`config.mk`:
```
export PLATFORM = sky130hd
export DESIGN_NAME = flash_spi_arbiter_pm
export DESIGN_NICKNAME = d
export VERILOG_FILES = /design/src/rtl/flash_spi_arbiter_pm.sv
export SDC_FILE = /design/constraint.sdc
export NUM_CORES = 1
export LEC_CHECK = 0
export BUFFER_PORTS_ARGS = -buffer_cell sky130_fd_sc_hd__buf_2
export CAP_MARGIN = 20
export CORE_MARGIN = 2
export CORE_UTILIZATION = 54
export CTS_CLUSTER_DIAMETER = 30
export DETAILED_ROUTE_END_ITERATION = 12
export GPL_ROUTABILITY_DRIVEN = 0
export GPL_TIMING_DRIVEN = 0
export PLACE_DENSITY = 0.75
export SETUP_SLACK_MARGIN = 0.4
export SLEW_MARGIN = 20
export SYNTH_ARGS = -nofsm -noshare
export SYNTH_HDL_FRONTEND = slang
export SYNTH_SLANG_ARGS = --single-unit
```
`constraint.sdc`:
```
create_clock -name clkDspIn -period 3.37 [get_ports clkDspIn]
set_input_delay 0.337 -clock clkDspIn [delete_from_list [all_inputs] [get_ports clkDspIn]]
set_output_delay 0.337 -clock clkDspIn [all_outputs]
set_load 0.005 [all_outputs]
```
`src/rtl/flash_spi_arbiter_pm.sv`:
```
// flash_spi_arbiter_pm: shares the SPI configuration flash between the DSP
// (memory-mapped bus requests) and FPGA3 (req/gnt pins). Ownership changes
// always pass through a guarded turnaround so chip select and MISO are never
// driven toward two masters.
module flash_spi_arbiter_pm #(
   parameter logic [10:0] FLASH_REQ_ADDR = 11'h411,
   parameter logic [10:0] FLASH_CS_ADDR  = 11'h412,
   parameter logic [10:0] FLASH_WP_ADDR  = 11'h413,
   parameter int unsigned TURN_CYCLES    = 4,
   parameter int unsigned TIMEOUT_CYCLES = 32'h0000_FFFF,
   parameter int unsigned CNT_W          = 16
) (
   input  logic        clkDspIn,
   input  logic        dsp_reset,
   input  logic        we_deb,
   input  logic        re_deb,
   input  logic [10:0] ab_buf,
   input  logic        fpga_req,
   input  logic        fpga_cs_n,
   output logic        fpga_gnt,
   output logic        dsp_gnt,
   output logic        spi_sel,
   output logic        cs_flash,
   output logic        wp_flash,
   output logic        miso_ena,
   output logic        timeout_flag
);

   typedef enum logic [1:0] {
      IDLE     = 2'd0,
      DSP_OWN  = 2'd1,
      FPGA_OWN = 2'd2,
      TURN     = 2'd3
   } state_t;

   // Turnaround counts down from TURN_LOAD to 0; timeout fires on the edge
   // where the idle-ownership counter would reach TIMEOUT_CYCLES.
   localparam logic [CNT_W-1:0] TURN_LOAD = CNT_W'(TURN_CYCLES - 1);
   localparam logic [CNT_W-1:0] TMO_LAST  = CNT_W'(TIMEOUT_CYCLES - 1);
   localparam logic [CNT_W-1:0] CNT_ONE   = CNT_W'(1);

   state_t             state_q, state_d;
   logic [CNT_W-1:0]   cnt_q, cnt_d;
   logic               we_prev_q, we_prev_d;
   logic               re_prev_q, re_prev_d;
   logic               dsp_pend_q, dsp_pend_d;
   logic               dsp_cs_q, dsp_cs_d;
   logic               wp_unlock_q, wp_unlock_d;
   logic               last_owner_q, last_owner_d;   // 0 = DSP, 1 = FPGA3
   logic               tmo_flag_q, tmo_flag_d;
   logic               dsp_gnt_q, dsp_gnt_d;
   logic               fpga_gnt_q, fpga_gnt_d;
   logic               spi_sel_q, spi_sel_d;
   logic               miso_ena_q, miso_ena_d;
   logic               wp_flash_q, wp_flash_d;
   logic               cs_reg_q, cs_reg_d;

   logic               we_fall, re_fall;
   logic               req_wr, req_rd, cs_wr, cs_rd, wp_wr, wp_rd, any_ev;
   logic               tmo, pend_eff, enter_dsp, enter_fpga, enter_turn;

   // Strobe falling-edge detection and address decode for single-cycle events.
   always_comb begin
      we_fall = we_prev_q & ~we_deb;
      re_fall = re_prev_q & ~re_deb;
      req_wr  = we_fall && (ab_buf == FLASH_REQ_ADDR);
      req_rd  = re_fall && (ab_buf == FLASH_REQ_ADDR);
      cs_wr   = we_fall && (ab_buf == FLASH_CS_ADDR);
      cs_rd   = re_fall && (ab_buf == FLASH_CS_ADDR);
      wp_wr   = we_fall && (ab_buf == FLASH_WP_ADDR);
      wp_rd   = re_fall && (ab_buf == FLASH_WP_ADDR);
      any_ev  = req_wr | req_rd | cs_wr | cs_rd | wp_wr | wp_rd;
   end

   // Next-state, bookkeeping registers and registered output values.
   always_comb begin
      state_d      = state_q;
      cnt_d        = cnt_q;
      we_prev_d    = we_deb;
      re_prev_d    = re_deb;
      dsp_pend_d   = dsp_pend_q;
      dsp_cs_d     = dsp_cs_q;
      wp_unlock_d  = wp_unlock_q;
      last_owner_d = last_owner_q;
      tmo_flag_d   = tmo_flag_q;

      tmo      = (state_q == DSP_OWN) && (cnt_q >= TMO_LAST);
      pend_eff = dsp_pend_q & ~req_rd;

      case (state_q)
         IDLE: begin
            if (pend_eff && fpga_req) begin
               state_d = last_owner_q ? DSP_OWN : FPGA_OWN;
            end else if (pend_eff) begin
               state_d = DSP_OWN;
            end else if (fpga_req) begin
               state_d = FPGA_OWN;
            end
         end
         DSP_OWN: begin
            if (req_rd || tmo) state_d = TURN;
         end
         FPGA_OWN: begin
            if (!fpga_req) state_d = TURN;
         end
         TURN: begin
            if (cnt_q == '0) state_d = IDLE;
         end
         default: state_d = IDLE;
      endcase

      enter_dsp  = (state_d == DSP_OWN)  && (state_q != DSP_OWN);
      enter_fpga = (state_d == FPGA_OWN) && (state_q != FPGA_OWN);
      enter_turn = (state_d == TURN)     && (state_q != TURN);

      if (enter_dsp)       last_owner_d = 1'b0;
      else if (enter_fpga) last_owner_d = 1'b1;

      // A grant consumes the pending DSP request.
      if (enter_dsp)   dsp_pend_d = 1'b0;
      else if (req_wr) dsp_pend_d = 1'b1;
      else if (req_rd) dsp_pend_d = 1'b0;

      // One counter serves both as turnaround timer and idle-ownership timer.
      if (enter_turn) begin
         cnt_d = TURN_LOAD;
      end else if (enter_dsp) begin
         cnt_d = '0;
      end else if (state_q == TURN) begin
         if (cnt_q != '0) cnt_d = cnt_q - CNT_ONE;
      end else if (state_q == DSP_OWN) begin
         if (any_ev)              cnt_d = '0;
         else if (cnt_q != '1)    cnt_d = cnt_q + CNT_ONE;
      end

      // Chip select and write-protect requests only matter while the DSP owns.
      if (enter_turn) begin
         dsp_cs_d    = 1'b0;
         wp_unlock_d = 1'b0;
      end else if (state_q == DSP_OWN) begin
         if (cs_wr)      dsp_cs_d = 1'b1;
         else if (cs_rd) dsp_cs_d = 1'b0;
         if (wp_wr)      wp_unlock_d = 1'b1;
         else if (wp_rd) wp_unlock_d = 1'b0;
      end

      if (tmo)         tmo_flag_d = 1'b1;
      else if (req_wr) tmo_flag_d = 1'b0;

      dsp_gnt_d  = (state_d == DSP_OWN);
      fpga_gnt_d = (state_d == FPGA_OWN);
      miso_ena_d = dsp_gnt_d;
      wp_flash_d = dsp_gnt_d & wp_unlock_d;
      cs_reg_d   = ~(dsp_gnt_d & dsp_cs_d);
      if (state_d == DSP_OWN)       spi_sel_d = 1'b0;
      else if (state_d == FPGA_OWN) spi_sel_d = 1'b1;
      else                          spi_sel_d = spi_sel_q;
   end

   // State and output registers; reset drops every grant immediately.
   always_ff @(posedge clkDspIn or negedge dsp_reset) begin
      if (!dsp_reset) begin
         state_q      <= IDLE;
         cnt_q        <= '0;
         we_prev_q    <= 1'b0;
         re_prev_q    <= 1'b0;
         dsp_pend_q   <= 1'b0;
         dsp_cs_q     <= 1'b0;
         wp_unlock_q  <= 1'b0;
         last_owner_q <= 1'b0;
         tmo_flag_q   <= 1'b0;
         dsp_gnt_q    <= 1'b0;
         fpga_gnt_q   <= 1'b0;
         spi_sel_q    <= 1'b0;
         miso_ena_q   <= 1'b0;
         wp_flash_q   <= 1'b0;
         cs_reg_q     <= 1'b1;
      end else begin
         state_q      <= state_d;
         cnt_q        <= cnt_d;
         we_prev_q    <= we_prev_d;
         re_prev_q    <= re_prev_d;
         dsp_pend_q   <= dsp_pend_d;
         dsp_cs_q     <= dsp_cs_d;
         wp_unlock_q  <= wp_unlock_d;
         last_owner_q <= last_owner_d;
         tmo_flag_q   <= tmo_flag_d;
         dsp_gnt_q    <= dsp_gnt_d;
         fpga_gnt_q   <= fpga_gnt_d;
         spi_sel_q    <= spi_sel_d;
         miso_ena_q   <= miso_ena_d;
         wp_flash_q   <= wp_flash_d;
         cs_reg_q     <= cs_reg_d;
      end
   end

   // FPGA3 drives its own chip select straight through, gated by the
   // registered state so it can never leak outside FPGA_OWN.
   assign cs_flash     = (state_q == FPGA_OWN) ? fpga_cs_n : cs_reg_q;
   assign dsp_gnt      = dsp_gnt_q;
   assign fpga_gnt     = fpga_gnt_q;
   assign spi_sel      = spi_sel_q;
   assign miso_ena     = miso_ena_q;
   assign wp_flash     = wp_flash_q;
   assign timeout_flag = tmo_flag_q;

endmodule

```
==> results.py <==
metrics = {
    "pwr": {
        "ir_drop_uv": 441.5,
        "power_leakage_uw": 0.0009789,
        "total_power_uw": 1307,
        "cellPowerDensity_mw_per_mm2": 544.0,
    },
    "routing": {
        "dr.first_iter.drc_count": 195,
        "postRouteAntennaNets": 0,
        "met1Wirelength_mm": 2.485,
        "drt_pass1_iterations": 7,
        "wl_per_cell_um": 15.93,
        "via_per_inst": 6.134,
        "top_layer": "met4",
        "vias": 2061,
        "dr_wl_met2_mm": 2.434,
        "wl_met3_um": 363,
        "routed_wl_mm": 5.351,
        "drc_errors": 0,
    },
    "placement": {
        "pre_cts_slack_ns": 0.5403,
        "io_buffers": 23,
        "place_hpwl_mm": 3.717,
        "placedCellCount": 328,
    },
    "clocking": {
        "cts_htree_levels": 2,
        "cts_tree": "built",
        "cts_resized": 0,
        "root_buffer": "clkbuf_8",
        "clk_latency_ns": 0.29,
        "clk_pin_slew_ns": 0.07,
        "cts_buffer_depth": 2,
        "cts.sinks": 30,
        "hold_buffers": 0,
        "post_cts.repair.setup_buffers": 0,
        "cts_buffers": 5,
    },
    "yosys": {
        "syn_inst": 257,
        "yosysWarnings": 0,
        "ys_types": 55,
        "synth_seq_cells": 30,
        "ys_seq_area_share_pct": 36.20,
        "synth-edff-count": 0,
        "synth_flop_cell": "dfrtp_1",
        "netlist_area_sq_mm": 0.002077,
        "synth-async-reset-ratio_pct": 100.0,
        "syn_avg_cell_area_sq_um": 8.082,
        "synth_nets": 277,
    },
    "global_routing": {
        "grt_pass1_wl_mm": 8.825,
        "grt_pass1_vias": 1873,
        "antenna_found_initial": 0,
        "grt_max_degree": 31,
        "grtUsageTotal_pct": 27.04,
        "gr-total-overflow": 0,
    },
    "timing": {
        "finalClockSkew_ns": 0.007263,
        "finalCriticalPeriod_ns": 2.850,
        "tightest_slew_ns": 0.8618,
        "finalHoldViolations": 0,
        "setup_slack_ns": 0.5204,
        "finalMaxSlewViolations": 0,
        "setup_viol": 0,
        "setup-tns-final_ns": 0,
        "maxSlewHeadroom_pct": 42.55,
        "holdWs_ns": 0.07195,
        "grt_setup_unrepaired": "no",
        "max_freq_mhz": 350.9,
        "finalCritPeriodShare_pct": 84.56,
    },
    "floorplanning": {
        "io_pins": 24,
        "start_util_pct": 56.31,
        "die-height_um": 66.02,
        "coreArea_sq_mm": 0.003689,
        "die_area_sq_mm": 0.004359,
        "rows": 22,
        "die_width_um": 66.02,
    },
    "finish": {
        "diodes": 0,
        "nFillCells": 326,
        "synthToLayoutAreaGrowth_pct": 15.66,
        "instances_no_fill": 336,
        "finalNetCount": 307,
        "drive_above_1_share_pct": 17.36,
        "mostFrequentLayoutCells": "nand2_1 (32), dfrtp_1 (29), buf_2 (26), nor2_1 (22), a21oi_1 (18)",
        "final_common_cell": "nand2_1",
    },
    "setup_path": {
        "critPathMaxStageDelay_ns": 0.58,
        "critical_path_class": "flop to flop",
        "critPathRequiredTime_ns": 3.56,
        "cp-start-kind": "flop",
        "end_kind": "flop",
        "critPathSlowestCell": "or4_4",
        "cp.arrival_ns": 3.04,
        "worstPathCellList": "buf_2, or4_4, or4b_4, nor4_2, o31a_2, a31o_4, buf_6, o21ai_1, o31ai_1",
        "crit_fanout": 10,
        "r2r_slack_ns": 0.52,
    },
    "flow_run": {
        "drv_cap": 0,
    },
    "status": {
        "status": "complete, no violations",
    },
    "min_path": {
        "hp-class": "input pin to async pin",
    },
}
## power breakdown
group	total, uW	switching, uW	internal (uW)	leakage, uW
Clock	462	147	315	0.0000714
Sequential	503	81.2	422	0.000361
Combinational	342	208	134	0.000546
## metrics by stage
step / cell area (sq um) / util, %
floorplan: 2077 / -
global placement: 2252 / 61.06
detailed placement: 2252 / 61.06
CTS: 2395 / 64.93
global route: 2402 / 65.13
finish: 2402 / 65.13
## state kept, by name (all words and copies together) (netlist names)
name and cells:
cnt_q 16, dsp_pend_q 1, fpga_gnt 1, dsp_cs_q 1, cs_reg_q 1, we_prev_q 1, spi_sel 1, re_prev_q 1
timeout_flag 1, last_owner_q 1, wp_unlock_q 1, miso_ena 1, wp_flash 1, state_q 2
## worst paths after layout
| check | endpoint | from | cells after the start |
|---|---|---|---|
| max reg2reg | cnt_q[12] | cnt_q[7] | 9 |
| min | re_prev_q | dsp_reset | 1 |
| max | cnt_q[12] | cnt_q[7] | 9 |
| min in group clkDspIn | we_prev_q | we_deb | 1 |
| min reg2reg | timeout_flag | timeout_flag | 2 |
| max in group asynchronous | cnt_q[11] | dsp_reset | 1 |
## Yosys cell counts, types with 3 or more instances
cell type	number	area (sq um)
inv_1	8	30.03
buf_2	3	15.01
and3_1	4	25.02
o22ai_1	4	25.02
nor3_1	14	70.07
nor2_1	22	82.58
o31ai_1	6	45.04
dfrtp_1	29	725.7
nand2_1	32	120.1
nor4_1	6	37.54
a21o_1	3	22.52
a211oi_1	3	22.52
clkbuf_1	8	30.03
nand3_1	9	45.04
nand2b_1	4	25.02
nor2b_1	3	18.77
o21ai_1	12	60.06
nand4_1	6	37.54
a31oi_1	5	31.28
ha_1	3	37.54
a21oi_1	18	90.09
o21ai_0	13	65.06
a22oi_1	3	22.52
## layer usage
layer / vias to the layer above / GRT usage [%]
li1: 1024 / -
met1: 945 / 38.48
met2: 84 / 39.90
met3: 8 / 6.303
met4: 0 / 10.20
met5: - / 0
## cells by family (layout without fill, tap and decap cells)
logic type,Yosys count,count (layout),synth area share [%]
compound gates,86,86,27.47
buf+inv,22,53,5.060
xor+xnor,1,1,0.4218
flops,30,30,36.21
fa+ha+maj,3,3,1.807
simple gates,115,115,29.04
## layout make-up
class                   count  area [sq um]  area share, %
clock inverters             2         60.06          2.500
plain buffers              14         75.07          3.125
inverters                   8         30.03          1.250
multi-input cells         205          1227          51.09
well taps                  48         60.06          2.500
repair buffers             23         115.1          4.792
flip-flops and latches     30         752.0          31.30
clock buffers               6         82.58          3.438
## critical path, delay by kind of cell, from the launching register on
kind            cells  cell delay, ns
compound gates      4            0.64
buf+inv             2            0.32
flops               1            0.36
simple gates        3            1.42
No activity file was read; power rests on OpenSTA's default activity.
